[src/rtl/prog_fetch_unit.sv]
// ---------------------------------------------------------------------------
// prog_fetch_unit
//
// Instruction fetch front end sitting between a synchronous-read program
// memory and the decode stage. A program counter issues reads ahead of
// decode, returned words are queued together with their address, and the
// queue drains to decode over a valid/ready handshake. A redirect flushes
// the queue and any read in flight and restarts fetch at the target.
//
// Optional feature macro: PFU_PERF_CNT_EN (adds fetch_cnt / stall_cnt).
//
// Ports
//   clk             in   clock, all state on the rising edge
//   reset           in   asynchronous active-high reset
//   redirect_valid  in   jump taken this cycle
//   redirect_pc     in   jump target
//   mem_en          out  program memory read strobe
//   mem_addr        out  program memory read address
//   mem_rdata       in   memory data, valid the cycle after mem_en
//   ins_valid       out  queue head holds a valid instruction
//   ins_ready       in   decode accepts the head (low = stall)
//   ins             out  head instruction, zero when ins_valid=0
//   ins_pc          out  head instruction address, zero when ins_valid=0
//   fetch_cnt       out  (PFU_PERF_CNT_EN) number of instructions delivered
//   stall_cnt       out  (PFU_PERF_CNT_EN) cycles with ins_valid & !ins_ready
//
// Handshake: an instruction transfers to decode in every cycle where
// ins_valid and ins_ready are both high at the rising edge. ins_valid,
// ins and ins_pc depend on registered state only and never on ins_ready;
// once ins_valid is high the head stays unchanged until it transfers,
// a redirect is taken, or reset is asserted.
// ---------------------------------------------------------------------------
module prog_fetch_unit #(
    parameter int ADDR_W   = 16,
    parameter int INS_W    = 32,
    parameter int FQ_DEPTH = 4,
    parameter int RESET_PC = 0
) (
    input  logic              clk,
    input  logic              reset,
    input  logic              redirect_valid,
    input  logic [ADDR_W-1:0] redirect_pc,
    output logic              mem_en,
    output logic [ADDR_W-1:0] mem_addr,
    input  logic [INS_W-1:0]  mem_rdata,
    output logic              ins_valid,
    input  logic              ins_ready,
    output logic [INS_W-1:0]  ins,
    output logic [ADDR_W-1:0] ins_pc
`ifdef PFU_PERF_CNT_EN
    ,
    output logic [31:0]       fetch_cnt,
    output logic [31:0]       stall_cnt
`endif
);

    localparam int PTR_W = (FQ_DEPTH > 1) ? $clog2(FQ_DEPTH) : 1;
    localparam int CNT_W = PTR_W + 1;

    localparam logic [ADDR_W-1:0] RESET_ADDR = ADDR_W'(RESET_PC);
    localparam logic [CNT_W:0]    DEPTH_C    = (CNT_W + 1)'(FQ_DEPTH);

    // Architectural state
    logic [ADDR_W-1:0] fetch_pc_q, fetch_pc_d;
    logic              inflight_q, inflight_d;
    logic [ADDR_W-1:0] tag_q, tag_d;
    logic [CNT_W-1:0]  count_q, count_d;
    logic [PTR_W-1:0]  rd_ptr_q, rd_ptr_d;
    logic [PTR_W-1:0]  wr_ptr_q, wr_ptr_d;
    logic [ADDR_W-1:0] fq_pc_q  [FQ_DEPTH];
    logic [INS_W-1:0]  fq_ins_q [FQ_DEPTH];

    logic              pop;
    logic              push;
    logic [CNT_W:0]    demand;

    // Head presentation depends only on registered state.
    assign ins_valid = (count_q != '0);
    assign ins       = ins_valid ? fq_ins_q[rd_ptr_q] : '0;
    assign ins_pc    = ins_valid ? fq_pc_q[rd_ptr_q]  : '0;

    always_comb begin
        pop  = ins_valid & ins_ready;
        // A response landing in a redirect cycle belongs to the abandoned
        // path and is dropped.
        push = inflight_q & ~redirect_valid;

        // Slots already promised: queued entries plus the read in flight,
        // minus the entry leaving this cycle. Issuing only while this is
        // below the depth means a push can never meet a full queue.
        demand = {1'b0, count_q} + (CNT_W + 1)'(inflight_q) - (CNT_W + 1)'(pop);

        mem_en   = ~reset & (redirect_valid | (demand < DEPTH_C));
        mem_addr = reset          ? RESET_ADDR  :
                   redirect_valid ? redirect_pc : fetch_pc_q;

        fetch_pc_d = mem_en ? mem_addr + 1'b1 : fetch_pc_q;
        inflight_d = mem_en;
        tag_d      = mem_en ? mem_addr : tag_q;

        wr_ptr_d = wr_ptr_q + PTR_W'(push);
        if (redirect_valid) begin
            // Everything except a same-cycle pop is discarded; restart the
            // read side where the write side stands so the queue is empty.
            count_d  = '0;
            rd_ptr_d = wr_ptr_q;
            wr_ptr_d = wr_ptr_q;
        end else begin
            count_d  = count_q + CNT_W'(push) - CNT_W'(pop);
            rd_ptr_d = rd_ptr_q + PTR_W'(pop);
        end
    end

    always_ff @(posedge clk or posedge reset) begin
        if (reset) begin
            fetch_pc_q <= RESET_ADDR;
            inflight_q <= 1'b0;
            tag_q      <= '0;
            count_q    <= '0;
            rd_ptr_q   <= '0;
            wr_ptr_q   <= '0;
        end else begin
            fetch_pc_q <= fetch_pc_d;
            inflight_q <= inflight_d;
            tag_q      <= tag_d;
            count_q    <= count_d;
            rd_ptr_q   <= rd_ptr_d;
            wr_ptr_q   <= wr_ptr_d;
        end
    end

    always_ff @(posedge clk or posedge reset) begin
        if (reset) begin
            for (int i = 0; i < FQ_DEPTH; i++) begin
                fq_pc_q[i]  <= '0;
                fq_ins_q[i] <= '0;
            end
        end else if (push) begin
            fq_pc_q[wr_ptr_q]  <= tag_q;
            fq_ins_q[wr_ptr_q] <= mem_rdata;
        end
    end

`ifdef PFU_PERF_CNT_EN
    logic [31:0] fetch_cnt_q;
    logic [31:0] stall_cnt_q;

    always_ff @(posedge clk or posedge reset) begin
        if (reset) begin
            fetch_cnt_q <= '0;
            stall_cnt_q <= '0;
        end else begin
            fetch_cnt_q <= fetch_cnt_q + 32'(pop);
            stall_cnt_q <= stall_cnt_q + 32'(ins_valid & ~ins_ready);
        end
    end

    assign fetch_cnt = fetch_cnt_q;
    assign stall_cnt = stall_cnt_q;
`endif

endmodule

[config.mk]
export PLATFORM = sky130hd
export DESIGN_NAME = prog_fetch_unit
export DESIGN_NICKNAME = d
export VERILOG_FILES = /design/src/rtl/prog_fetch_unit.sv
export SDC_FILE = /design/constraint.sdc
export NUM_CORES = 1
export LEC_CHECK = 0
export ABC_CLOCK_PERIOD_IN_PS = 23700
export BUFFER_PORTS_ARGS = -buffer_cell sky130_fd_sc_hd__buf_4
export CELL_PAD_IN_SITES_DETAIL_PLACEMENT = 1
export CELL_PAD_IN_SITES_GLOBAL_PLACEMENT = 2
export CORE_MARGIN = 2
export CORE_UTILIZATION = 45
export CTS_BUF_LIST = sky130_fd_sc_hd__clkbuf_4
export DETAILED_ROUTE_END_ITERATION = 10
export PLACE_DENSITY_LB_ADDON = 0.1
export SETUP_SLACK_MARGIN = 0.15
export SLEW_MARGIN = 10
export SYNTH_ARGS = -nofsm -noshare
export SYNTH_HDL_FRONTEND = slang
export SYNTH_SLANG_ARGS = --single-unit
[constraint.sdc]
create_clock -name clk -period 23.7 [get_ports clk]
set_input_delay 4.74 -clock clk [delete_from_list [all_inputs] [get_ports clk]]
set_output_delay 4.74 -clock clk [all_outputs]
set_load 0.05 [all_outputs]
-- Word-level counts from Yosys, hierarchy flattened
Index checks and enable logic that the tools add are counted.
W data, S select, Z words.
- register bits: 232
- input port bits: 52
- logic and storage cells: 53
- $add $sub $neg: 7
- magnitude comparators: 4
- mux-type cells: 18
- bitwise gates (word level): 8
- reductions and logical operators: 2
- operators by type and width (kind ; number):
    $bwmux W128 ; 1
    $mux W32 ; 4
    $mux W16 ; 6
    $bmux W32 S2 ; 1
    $bwmux W64 ; 1
    $demux W32 S2 ; 1
    $bmux W16 S2 ; 1
    $demux W16 S2 ; 1
    $add A16 B1 Y16 const B ; 1
    $ge A3 B3 Y1 const B ; 2
    $not A2 Y3 ; 2
    $add A2 B1 Y2 ; 2
    $add A3 B1 Y4 ; 1
    $lt A4 B3 Y1 const B ; 1
    $sub A4 B1 Y4 ; 1
    $add A3 B1 Y3 ; 1
    $and A1 B1 Y1 ; 3
    $lt A3 B1 Y1 const B ; 1
    $mux W3 ; 1
    $reduce_bool A3 Y1 ; 1
    $sub A3 B1 Y3 ; 1
    $mux W2 ; 1
    $not A1 Y1 ; 2
    $logic_and A1 B1 Y1 ; 1
    $or A1 B1 Y1 ; 1

-- Depth between registers and ports, before layout
Gate-level depths: netlist of run 1.
- depth after elaboration: 6
- mapped depth: 12
- gate-level depth less buffers: 8

-- Worst setup path before layout of run 1
Ideal clock, no wire load.
- path type: input -> output
- from: in reset
- to: out mem_en
- arrival time: 11120 ps
- required time: 18960 ps
- setup slack: 7840 ps
- stages: 6
- path buffers: 3
- cell sequence: buf_2 inv_1 o211a_2 or3_1 buf_6 buf_6
- cells in the longest elaborated chain, start to end: 2
- ends and longest elaborated chain (what ; RTL line ; RTL):
    start: declaration ; 40 ; input logic reset,
    $not A1 Y1 ; 93 ; mem_en = ~reset & (redirect_valid | (demand < DEPTH_C));
    $and A1 B1 Y1 ; 93 ;
    end: declaration ; 43 ; output logic mem_en,
No other way between the ends.

-- Worst setup path after layout of run 1
- from: in ins_ready
- to: out mem_en
- cells in the longest elaborated chain, start to end: 5
- ends and longest elaborated chain (what ; RTL line ; RTL):
    start: declaration ; 47 ; input logic ins_ready,
    $and A1 B1 Y1 ; 83 ; pop = ins_valid & ins_ready;
    $sub A4 B1 Y4 ; 91 ; demand = {1'b0, count_q} + (CNT_W + 1)'(inflight_q) - (CNT_W + 1)'(pop);
    $lt A4 B3 Y1 ; 93 ;
    $or A1 B1 Y1 ; 93 ;
    $and A1 B1 Y1 ; 93 ;
No other way between the ends.

==> results.py, run 1 <==
metrics = {
    "detailed_routing": {
        "viasPerCell": 5.37,
        "drc": 0,
        "drtIter0Drc": 225,
        "detail_route.wl_per_cell_um": 20.5,
        "dr_total_vias": 6784,
        "drt_wl_total_mm": 25.9,
        "postRouteAntennaNets": 0,
        "firstDrtPassIters": 5,
    },
    "timing": {
        "hold_violations": 0,
        "fin_crit_sh_pct": 51.1,
        "setup_viol_count_final": 0,
        "min_period_ns": 12.11,
        "rsz0062_at_grt": "no",
        "tightest_slew_ns": 1.06,
        "slew_viol_final": 0,
        "tns_ns": 0,
        "max_freq_mhz": 82.6,
        "clock_skew_ns": 0.0360,
        "slew_headroom_pct": 29.4,
    },
    "floorplanning": {
        "rows": 57,
        "start_util_pct": 45.6,
        "core_area_sq_mm": 0.0242,
        "io-pin-count": 118,
        "die-area_sq_mm": 0.0257,
        "die_x_um": 160,
        "dieHeight_um": 160,
    },
    "critical_path": {
        "path_cells": "buf_4 > nor2b_1 > nand2_1 > ha_1 > a32oi_1 > a2111oi_2 > or3_2 > buf_4",
        "cp.required_ns": 18.96,
        "critPathArrivalTime_ns": 7.37,
        "timing_worst_setup_path_type": "in2out",
        "worstPathMaxFanout": 34,
        "slowest_stage": "or3_2",
        "r2r_cells": 7,
        "end_kind": "output pin",
        "startpoint_type": "input pin",
        "reg2reg_to": "fetch_pc_q[12]",
        "r2r_start": "count_q[0]",
        "critPathTopFamily": "simple AND/OR/NAND/NOR gates",
        "crit_top_cell": "buf_4",
        "reg2reg_slack_ns": 20.57,
        "critPathBufInv": 2,
        "slowest_delay_ns": 0.91,
        "startpoint": "ins_ready",
    },
    "clocking": {
        "h-tree-depth": 3,
        "cts-resized-gates": 0,
        "cts.sinks": 232,
        "clk_latency_ns": 0.65,
        "post-cts-setup-buffers": 0,
        "numCtsBuffers": 66,
        "root_buffer": "clkbuf_4",
        "cts_tree": "yes",
        "clock_path_buffers": 3,
        "cts.clk_slew.worst_paths_ns": 0.05,
        "cts_hold_buf": 0,
    },
    "pwr": {
        "intPower_mw": 1.23,
        "seq_power_share_pct": 36.0,
        "leakagePower_nw": 5.91,
        "p_per_area_mw_per_mm2": 154,
        "power_frac_comb_pct": 44.7,
        "ir_drop_uv": 69.3,
        "p_switching_mw": 0.778,
        "pwr-share-clk_pct": 19.3,
        "swShare_pct": 38.8,
    },
    "synth": {
        "async_flop_share_pct": 100,
        "synth_cells": 747,
        "synth.cells.most_frequent": "232 x dfrtp_1, 192 x mux2_2, 48 x and2_1, 48 x mux4_2, 26 x mux2_4",
        "synth_seq_cells": 232,
        "ys.flop_type": "dfrtp_1",
        "ys_warn_count": 0,
        "syn_avg_cell_area_sq_um": 14.7,
        "ys_seq_area_share_pct": 52.7,
        "synth_most_common_cell": "dfrtp_1",
        "synth_area_leader_cell": "dfrtp_1",
        "syn_area_sq_mm": 0.0110,
        "synth_edf_count": 0,
        "synth_nets": 806,
        "synth.distinct_cells": 40,
        "synthDominantCellAreaShare_pct": 52.7,
        "synth_area_leaders": "dfrtp_1 53%, mux2_2 20%, mux4_2 9.8%",
    },
    "cells_and_area": {
        "final_area_sq_mm": 0.0130,
        "layout-drive-gt1-share_pct": 54.9,
        "final_util_pct": 53.9,
        "finalNetCount": 949,
        "areaGrowthSynthToFinish_pct": 18.3,
    },
    "outcome": {
        "outcome": "finished clean",
    },
    "place": {
        "detailed_place.area_sq_mm": 0.0122,
        "place_hpwl_mm": 16.3,
        "gp_congestion": 0.810,
        "io_buffer_count": 117,
    },
    "hold_path": {
        "worstHoldPathCells": 1,
        "min_path_type": "reg2reg",
        "hold_end": "fq_pc_q[5]",
        "holdCritStartpoint": "fq_pc_q[5]",
    },
    "global_routing": {
        "grt_overflow_total": 0,
        "first_global_vias": 7956,
        "grtUsageTotal_pct": 21.0,
        "grt_first_pass_wirelength_mm": 42.6,
        "antenna_found_initial": 2,
        "grt_max_degree": 83,
    },
    "flow_run": {
        "max_cap_violations": 0,
    },
}
[worst max path at each step]
| stage | cells after the start | to |
|---|---|---|
| floorplan | 6 | mem_en |
| global placement | 8 | mem_en |
| detailed placement | 8 | mem_en |
| CTS | 8 | mem_en |
| global route | 8 | mem_en |
| finish | 8 | mem_en |
[per-layer routing]
| layer | vias up | global-route usage [%] | part of all wire [%] |
|---|---|---|---|
| met1 | 3543 | 26.1 | 43 |
| met3 | 53 | 4.52 | 4.2 |
| li1 | 3029 | - | - |
| met2 | 159 | 36.7 | 51 |
| met5 | - | 0 | 0 |
| met4 | 0 | 6.55 | 1.8 |
[state kept, by name (all words and copies together) (netlist names)]
name,flops
fq_ins_q,128
count_q,3
rd_ptr_q,2
inflight_q,1
fq_pc_q,64
fetch_pc_q,16
wr_ptr_q,2
tag_q,16
[worst reg2reg max path: cells and delay by family, from the launching register on]
kind	cells	cell delay (ns)
AO/OA/AOI/OAI	2	0.65
multiplexers	1	0.41
AND/OR/NAND/NOR	3	1.20
adder cells (fa/ha/maj)	1	0.32
flip-flops	1	0.42
[metrics by stage]
step                      power, mW  hold slack [ns]  worst slack (ns)  std cells
final                          2.01            0.500             11.59       1263
after global routing           2.13            0.509             11.38       1263
after global placement         1.59            0.482             11.70       1146
after CTS                      2.04            0.504             11.56       1261
after detailed placement       1.64            0.492             11.57       1146
after floorplan                1.39            0.474              7.84        747
[power by group through the flow]
stage | logic (mW) | clock network, mW | registers, mW
3_3_place_gp | 0.882 | 0 | 0.709
4_1_cts | 0.911 | 0.402 | 0.727
2_1_floorplan | 0.736 | 0 | 0.651
6_report | 0.897 | 0.387 | 0.723
5_1_grt | 0.955 | 0.425 | 0.755
3_5_place_dp | 0.910 | 0 | 0.733
[kinds of logic (layout without fill, tap and decap cells)]
| family | Yosys count | in the layout | synth area share, % |
|---|---|---|---|
| flip-flops | 232 | 232 | 52.7 |
| multiplexers | 283 | 283 | 34.6 |
| AND/OR/NAND/NOR | 123 | 123 | 6.12 |
| other | 0 | 2 | 0 |
| XOR/XNOR | 18 | 18 | 1.43 |
| adder cells (fa/ha/maj) | 7 | 7 | 0.863 |
| AO/OA/AOI/OAI | 28 | 28 | 1.89 |
| buffers and inverters | 56 | 246 | 2.44 |
[layout by cell type (no fill, tap or decap), types with 4 or more instances in the layout]
| cell | count |
|---|---|
| and2_1 | 48 |
| mux2_2 | 192 |
| dfrtp_1 | 230 |
| nand3b_1 | 5 |
| ha_1 | 6 |
| xnor2_1 | 14 |
| nand3_1 | 13 |
| mux2i_1 | 14 |
| o21ai_0 | 6 |
| buf_4 | 125 |
| mux4_2 | 48 |
| mux2_4 | 26 |
| nor2b_1 | 5 |
| xor2_1 | 4 |
| clkinv_1 | 6 |
| a21oi_1 | 8 |
| nor2_1 | 20 |
| nand2_1 | 12 |
| clkbuf_4 | 104 |
| inv_1 | 5 |
[cell type report]
type / count / area, sq um
Antenna cell: 2 / 5.00
Clock buffer: 104 / 781
Clock inverter: 11 / 97.6
Fill cell: 2389 / 11100
Inverter: 6 / 30.0
Multi-Input combinational cell: 459 / 4970
Sequential cell: 232 / 5810
Tap cell: 324 / 405
Timing Repair Buffer: 125 / 938
Note: power is estimated with default switching activity, not from simulation.
==> run 2: changes to the inputs <==
--- a/config.mk
+++ b/config.mk
@@ -5,12 +5,12 @@
 export SDC_FILE = /design/constraint.sdc
 export NUM_CORES = 1
 export LEC_CHECK = 0
-export ABC_CLOCK_PERIOD_IN_PS = 23700
+export ABC_CLOCK_PERIOD_IN_PS = 10100
 export BUFFER_PORTS_ARGS = -buffer_cell sky130_fd_sc_hd__buf_4
 export CELL_PAD_IN_SITES_DETAIL_PLACEMENT = 1
 export CELL_PAD_IN_SITES_GLOBAL_PLACEMENT = 2
 export CORE_MARGIN = 2
-export CORE_UTILIZATION = 45
+export CORE_UTILIZATION = 39
 export CTS_BUF_LIST = sky130_fd_sc_hd__clkbuf_4
 export DETAILED_ROUTE_END_ITERATION = 10
 export PLACE_DENSITY_LB_ADDON = 0.1
==> constraint.sdc (replaced) <==
create_clock -name clk -period 10.1 [get_ports clk]
set_input_delay 2.02 -clock clk [delete_from_list [all_inputs] [get_ports clk]]
set_output_delay 2.02 -clock clk [all_outputs]
set_load 0.05 [all_outputs]
==> run 2 against run 1 <==
  * Non-clock buffer count is 2 higher
  * Wire length is 1.6% higher
  * Clock power increased by 120%
  * Die area grew 15%
  * Sequential power is 140% higher
  * Design area increased by 0.11%
  * Clock skew shrank 0.0089 ns
  * Hold slack hardly changed
  * Critical endpoint unchanged
  * Largest cell class unchanged
  * Largest power group unchanged
==> results.py, run 2 (same netlist as run 1, synthesis figures left out) <==
metrics = {
    "detailed_routing": {
        "postRouteAntennaNets": 0,
        "firstDrtPassIters": 4,
        "drt_wl_total_mm": 26.3,
        "drtIter0Drc": 242,
        "drc": 0,
        "dr_total_vias": 6756,
        "viasPerCell": 5.16,
        "detail_route.wl_per_cell_um": 20.1,
    },
    "global_routing": {
        "first_global_vias": 7852,
        "grtUsageTotal_pct": 18.6,
        "antenna_found_initial": 1,
        "grt_overflow_total": 0,
        "grt_max_degree": 77,
        "grt_first_pass_wirelength_mm": 42.9,
    },
    "critical_path": {
        "end_kind": "output pin",
        "r2r_start": "count_q[0]",
        "reg2reg_slack_ns": 7.12,
        "timing_worst_setup_path_type": "in2out",
        "cp.required_ns": 8.08,
        "critPathArrivalTime_ns": 4.39,
        "startpoint_type": "input pin",
        "worstPathMaxFanout": 44,
        "reg2reg_to": "fetch_pc_q[11]",
        "startpoint": "reset",
        "cp-endpoint": "mem_en",
        "r2r_cells": 8,
    },
    "clocking": {
        "post-cts-setup-buffers": 0,
        "cts.sinks": 232,
        "h-tree-depth": 2,
        "root_buffer": "clkbuf_4",
        "cts_tree": "yes",
        "cts_hold_buf": 0,
        "clk_latency_ns": 0.69,
        "cts.clk_slew.worst_paths_ns": 0.05,
        "numCtsBuffers": 61,
        "cts-resized-gates": 0,
        "clock_path_buffers": 3,
    },
    "outcome": {
        "outcome": "finished clean",
    },
    "floorplanning": {
        "start_util_pct": 39.7,
        "rows": 61,
        "dieHeight_um": 172,
        "io-pin-count": 118,
        "die_x_um": 172,
        "core_area_sq_mm": 0.0278,
        "die-area_sq_mm": 0.0296,
    },
    "timing": {
        "slew_headroom_pct": 27.9,
        "tightest_slew_ns": 1.08,
        "setup_viol_count_final": 0,
        "min_period_ns": 6.41,
        "fin_crit_sh_pct": 63.5,
        "max_freq_mhz": 156,
        "slew_viol_final": 0,
        "hold_violations": 0,
        "clock_skew_ns": 0.0271,
        "tns_ns": 0,
        "rsz0062_at_grt": "no",
    },
    "pwr": {
        "p_total_mw": 4.65,
        "leakagePower_nw": 5.88,
        "p_per_area_mw_per_mm2": 357,
        "ir_drop_uv": 134,
    },
    "place": {
        "gp_congestion": 0.725,
        "io_buffer_count": 117,
        "place_hpwl_mm": 16.6,
    },
    "cells_and_area": {
        "layout-drive-gt1-share_pct": 54.6,
        "fillerInstances": 2851,
        "multi_input_area_sq_mm": 0.00497,
        "most-common-layout-cells": "230 x dfrtp_1, 192 x mux2_2, 127 x buf_4",
        "largest_reg_flops": 128,
        "regArea_sq_mm": 0.00581,
        "reg.largest.list": "fq_ins_q: 128 flops, fq_pc_q: 64 flops",
        "areaGrowthSynthToFinish_pct": 18.5,
        "mostFrequentLayoutCell": "dfrtp_1",
        "regMostFlops": "fq_ins_q",
        "finalNetCount": 946,
    },
    "hold_path": {
        "min_path_type": "reg2reg",
    },
    "flow_run": {
        "max_cap_violations": 0,
    },
}
[run 2: cell count changes in the layout (fill, tap and decap cells not counted)]
cell,before,now
clkbuf_4,104,97
inv_8,1,0
inv_2,2,1
buf_4,125,127
clkinv_1,6,5
diode_2,2,1
clkinv_2,0,1
[run 2: worst min-delay path by stage]
stage                  start       endpoint  slack [ns]  depth (start not counted)
3_5_place_dp    fq_ins_q[73]   fq_ins_q[73]        0.49                          1
4_1_cts         fq_ins_q[73]   fq_ins_q[73]        0.50                          1
2_1_floorplan    fq_ins_q[0]    fq_ins_q[0]        0.47                          1
3_3_place_gp     fq_ins_q[5]    fq_ins_q[5]        0.48                          1
5_1_grt        fq_ins_q[117]  fq_ins_q[117]        0.52                          1
6_report        fq_ins_q[73]   fq_ins_q[73]        0.50                          1
[run 2: final cells by class]
cell class	count	area share, %
repair buffers	127	7.31
clock inverters	9	0.671
inverters	6	0.201
flip-flops and latches	232	44.5
multi-input cells	459	38.1
diodes	1	0.0192
clock buffers	97	5.58
well taps	378	3.62
[run 2: metal layers]
metal  routed length [um]  vias to the layer above  GRT usage, %
li1                     -                     3038             -
met4                  391                        0          5.26
met3                  988                       38          3.52
met1                11500                     3538          24.1
met5                    0                        -             0
met2                13400                      142          32.1
[run 2: per-stage QoR]
stage / setup WS (ns) / cell area [sq um] / util, % / hold slack, ns / instances
6_report: 3.69 / 13100 / 47.0 / 0.500 / 1309
5_1_grt: 3.45 / 13100 / 47.0 / 0.516 / 1309
4_1_cts: 3.62 / 13000 / 47.0 / 0.504 / 1308
3_5_place_dp: 3.61 / 12200 / 44.0 / 0.491 / 1202
3_3_place_gp: 3.71 / 12200 / 44.0 / 0.481 / 1202
2_1_floorplan: 1.26 / 11000 / - / 0.474 / 747
[run 2: where the power goes]
part,switching (mW),internal (mW),leakage (nW)
clock network,0.375,0.480,0.491
logic,1.09,1.01,2.47
registers,0.343,1.36,2.92
[run 2: critical path, cell delays in order]
cell        delay (ns)
buf_4             0.31
clkinvlp_4        0.88
o211a_2           0.42
or3_2             0.53
buf_4             0.21
==> run 3: changes to the inputs <==
--- a/config.mk
+++ b/config.mk
@@ -5,12 +5,13 @@
 export SDC_FILE = /design/constraint.sdc
 export NUM_CORES = 1
 export LEC_CHECK = 0
-export ABC_CLOCK_PERIOD_IN_PS = 10100
+export ABC_AREA = 1
+export ABC_CLOCK_PERIOD_IN_PS = 5900
 export BUFFER_PORTS_ARGS = -buffer_cell sky130_fd_sc_hd__buf_4
 export CELL_PAD_IN_SITES_DETAIL_PLACEMENT = 1
 export CELL_PAD_IN_SITES_GLOBAL_PLACEMENT = 2
 export CORE_MARGIN = 2
-export CORE_UTILIZATION = 39
+export CORE_UTILIZATION = 36
 export CTS_BUF_LIST = sky130_fd_sc_hd__clkbuf_4
 export DETAILED_ROUTE_END_ITERATION = 10
 export PLACE_DENSITY_LB_ADDON = 0.1
==> constraint.sdc (replaced) <==
create_clock -name clk -period 5.9 [get_ports clk]
set_input_delay 1.18 -clock clk [delete_from_list [all_inputs] [get_ports clk]]
set_output_delay 1.18 -clock clk [all_outputs]
set_load 0.05 [all_outputs]
==> run 3 against run 2 <==
  * Via count increased by 43%
  * Synthesized area rose by 0.56%
  * Synthesized cell count increased by 91%
  * Core utilization fell by 4.3 points
  * Wire length rose by 22%
  * Power increased by 70%
  * Sequential cell count stayed put
  * Clock-buffer cell count fell by 7
  * Final cell count rose by 50%
  * Die area up 8.7%
  * Non-clock buffer count grew 4
  * Critical endpoint unchanged
  * Largest cell class unchanged
==> results.py, run 3 <==
metrics = {
    "clocking": {
        "cts.clk_slew.worst_paths_ns": 0.06,
        "h-tree-depth": 3,
        "root_buffer": "clkbuf_4",
        "clk_latency_ns": 0.65,
        "cts.sinks": 232,
        "numCtsBuffers": 68,
        "cts_hold_buf": 0,
        "cts-resized-gates": 0,
        "clock_path_buffers": 3,
        "post-cts-setup-buffers": 0,
        "cts_tree": "yes",
    },
    "global_routing": {
        "antenna_found_initial": 2,
        "first_global_vias": 10100,
        "grtUsageTotal_pct": 20.1,
        "grt_first_pass_wirelength_mm": 53.1,
        "grt_max_degree": 97,
        "grt_overflow_total": 0,
    },
    "detailed_routing": {
        "drtIter0Drc": 448,
        "dr_total_vias": 9672,
        "drc": 0,
        "drt_wl_total_mm": 32.0,
        "firstDrtPassIters": 6,
        "detail_route.wl_per_cell_um": 16.3,
        "viasPerCell": 4.93,
        "postRouteAntennaNets": 0,
    },
    "cells_and_area": {
        "final_util_pct": 42.7,
        "fin_cells": 1960,
        "final_area_sq_mm": 0.0130,
        "reg.largest.list": "fq_ins_q: 128 flops, fq_pc_q: 64 flops",
        "areaGrowthSynthToFinish_pct": 17.2,
        "most-common-layout-cells": "322 x nand2_1, 268 x o21ai_0, 230 x nor2_1, 230 x dfrtp_1, 131 x buf_4",
        "finalNetCount": 1594,
        "fillerInstances": 3752,
        "regMostFlops": "fq_ins_q",
        "mostFrequentLayoutCell": "nand2_1",
        "layout-drive-gt1-share_pct": 17.3,
        "largest_reg_flops": 128,
    },
    "synth": {
        "synth_edf_count": 0,
        "syn_area_sq_mm": 0.0111,
        "synth.cells.most_frequent": "322 x nand2_1, 268 x o21ai_0, 232 x dfrtp_1",
        "synth_seq_cells": 232,
        "async_flop_share_pct": 100,
        "ys_seq_area_share_pct": 52.4,
        "synth_area_leaders": "dfrtp_1 52%, o21ai_0 12%, nand2_1 11%",
        "synth_most_common_cell": "nand2_1",
        "synth_nets": 1485,
        "synth_area_leader_cell": "dfrtp_1",
        "syn_avg_cell_area_sq_um": 7.77,
        "ys.flop_type": "dfrtp_1",
        "synth_cells": 1426,
        "synth.distinct_cells": 26,
        "synthDominantCellAreaShare_pct": 52.4,
        "ys_warn_count": 0,
    },
    "floorplanning": {
        "dieHeight_um": 179,
        "die-area_sq_mm": 0.0322,
        "start_util_pct": 36.4,
        "rows": 64,
        "io-pin-count": 118,
        "core_area_sq_mm": 0.0304,
        "die_x_um": 179,
    },
    "place": {
        "gp_congestion": 0.749,
        "detailed_place.area_sq_mm": 0.0122,
        "dp.cells": 1861,
        "place_hpwl_mm": 18.9,
        "io_buffer_count": 117,
    },
    "pwr": {
        "power_frac_comb_pct": 48.8,
        "p_switching_mw": 3.77,
        "ir_drop_uv": 332,
        "swShare_pct": 47.6,
        "p_total_mw": 7.91,
        "seq_power_share_pct": 32.9,
        "leakagePower_nw": 6.46,
        "pwr-share-clk_pct": 18.2,
        "intPower_mw": 4.14,
        "p_per_area_mw_per_mm2": 609,
    },
    "flow_run": {
        "max_cap_violations": 0,
    },
    "timing": {
        "max_freq_mhz": 242,
        "tns_ns": 0,
        "hold_violations": 0,
        "tightest_slew_ns": 1.21,
        "min_period_ns": 4.13,
        "slew_headroom_pct": 19.1,
        "setup_viol_count_final": 0,
        "clock_skew_ns": 0.0417,
        "fin_crit_sh_pct": 70.1,
        "rsz0062_at_grt": "no",
        "slew_viol_final": 0,
    },
    "critical_path": {
        "cp.required_ns": 4.72,
        "slowest_delay_ns": 0.41,
        "path_cells": "inv_1 > nand2_1 > nand3_1 > ha_1 > inv_1 > nor2_1 > nand3_1 > nand2_1 > nand2_1 > nand2_1 > nand2_1 > nand2_1 > buf_4 > nand2_1 > inv_1 > buf_4",
        "crit_top_cell": "nand2_1",
        "end_kind": "output pin",
        "worstPathMaxFanout": 33,
        "startpoint_type": "register",
        "critPathArrivalTime_ns": 2.95,
        "timing_worst_setup_path_type": "reg2out",
        "slowest_stage": "dfrtp_1",
    },
    "hold_path": {
        "min_path_type": "reg2reg",
    },
    "outcome": {
        "outcome": "finished clean",
    },
}
[run 3: cell types whose count changed after synthesis, moves of 15 or more]
cell and change:
nand2_1 +310, o21ai_0 +262, nor2_1 +209, mux2_2 -192, inv_1 +87, and2_1 -48, mux4_2 -48, a21oi_1 +43
clkbuf_1 +39, nand3_1 +38, o21ai_1 +29, mux2_4 -26, nor2_2 +15
[run 3: cells by family (layout without fill, tap and decap cells)]
| logic type | Yosys count | count (layout) | share of synthesized area, % |
|---|---|---|---|
| xor+xnor | 7 | 7 | 0.553 |
| flops | 232 | 232 | 52.4 |
| buf+inv | 189 | 325 | 6.95 |
| other cells | 0 | 2 | 0 |
| fa+ha+maj | 7 | 7 | 0.858 |
| simple gates | 643 | 643 | 23.5 |
| compound gates | 348 | 348 | 15.7 |
[run 3: worst max-delay path, delay by kind of cell (launching register included)]
family	cells	cell delay [ns]
adders and majority gates	1	0.31
buffers and inverters	5	0.77
DFF	1	0.41
and+or+nand+nor	10	0.81
[run 3: worst paths after layout]
path / from / depth (start not counted) / to / slack [ns]
max in group asynchronous: reset / 3 / tag_q[11] / 3.88
worst max register to register: count_q[1] / 10 / count_q[2] / 3.27
min in group asynchronous: reset / 2 / fetch_pc_q[8] / 0.68
worst max-delay path: count_q[1] / 16 / mem_en / 1.77
worst min-delay path: fetch_pc_q[15] / 2 / fetch_pc_q[15] / 0.47
worst min register to register: fetch_pc_q[15] / 2 / fetch_pc_q[15] / 0.47
[run 3: cell type report]
class                      instances  area, sq um  share of cell area (%)
timing repair buffer             131          983                    7.57
tap                              396          495                    3.82
inverter                          97          373                    2.87
antenna                            2         5.00                  0.0385
clock inverter                     7         82.6                   0.636
multi-input combinational       1005         4560                    35.1
clock buffer                      90          676                    5.20
sequential                       232         5810                    44.7
[run 3: routing by layer]
metal / track usage (%) / wire length (um)
met5: 0 / 0
met3: 4.01 / 1130
met2: 33.6 / 15100
met4: 5.07 / 523
met1: 26.7 / 15200
[run 3: power groups by stage]
| stage | clock network [mW] | registers (mW) | logic (mW) |
|---|---|---|---|
| after floorplan | 0 | 2.52 | 2.81 |
| after global placement | 0 | 2.60 | 3.88 |
| after detailed placement | 0 | 2.63 | 3.92 |
| after CTS | 1.51 | 2.61 | 3.94 |
| after global routing | 1.60 | 2.69 | 4.31 |
| final | 1.44 | 2.60 | 3.86 |
[run 3: metrics by stage]
| step | hold WS (ns) | setup slack [ns] |
|---|---|---|
| final | 0.467 | 1.77 |
| after global routing | 0.498 | 1.41 |
| after CTS | 0.471 | 1.67 |
| after detailed placement | 0.454 | 1.80 |
| after global placement | 0.449 | 1.82 |
| after floorplan | 0.434 | 0.410 |
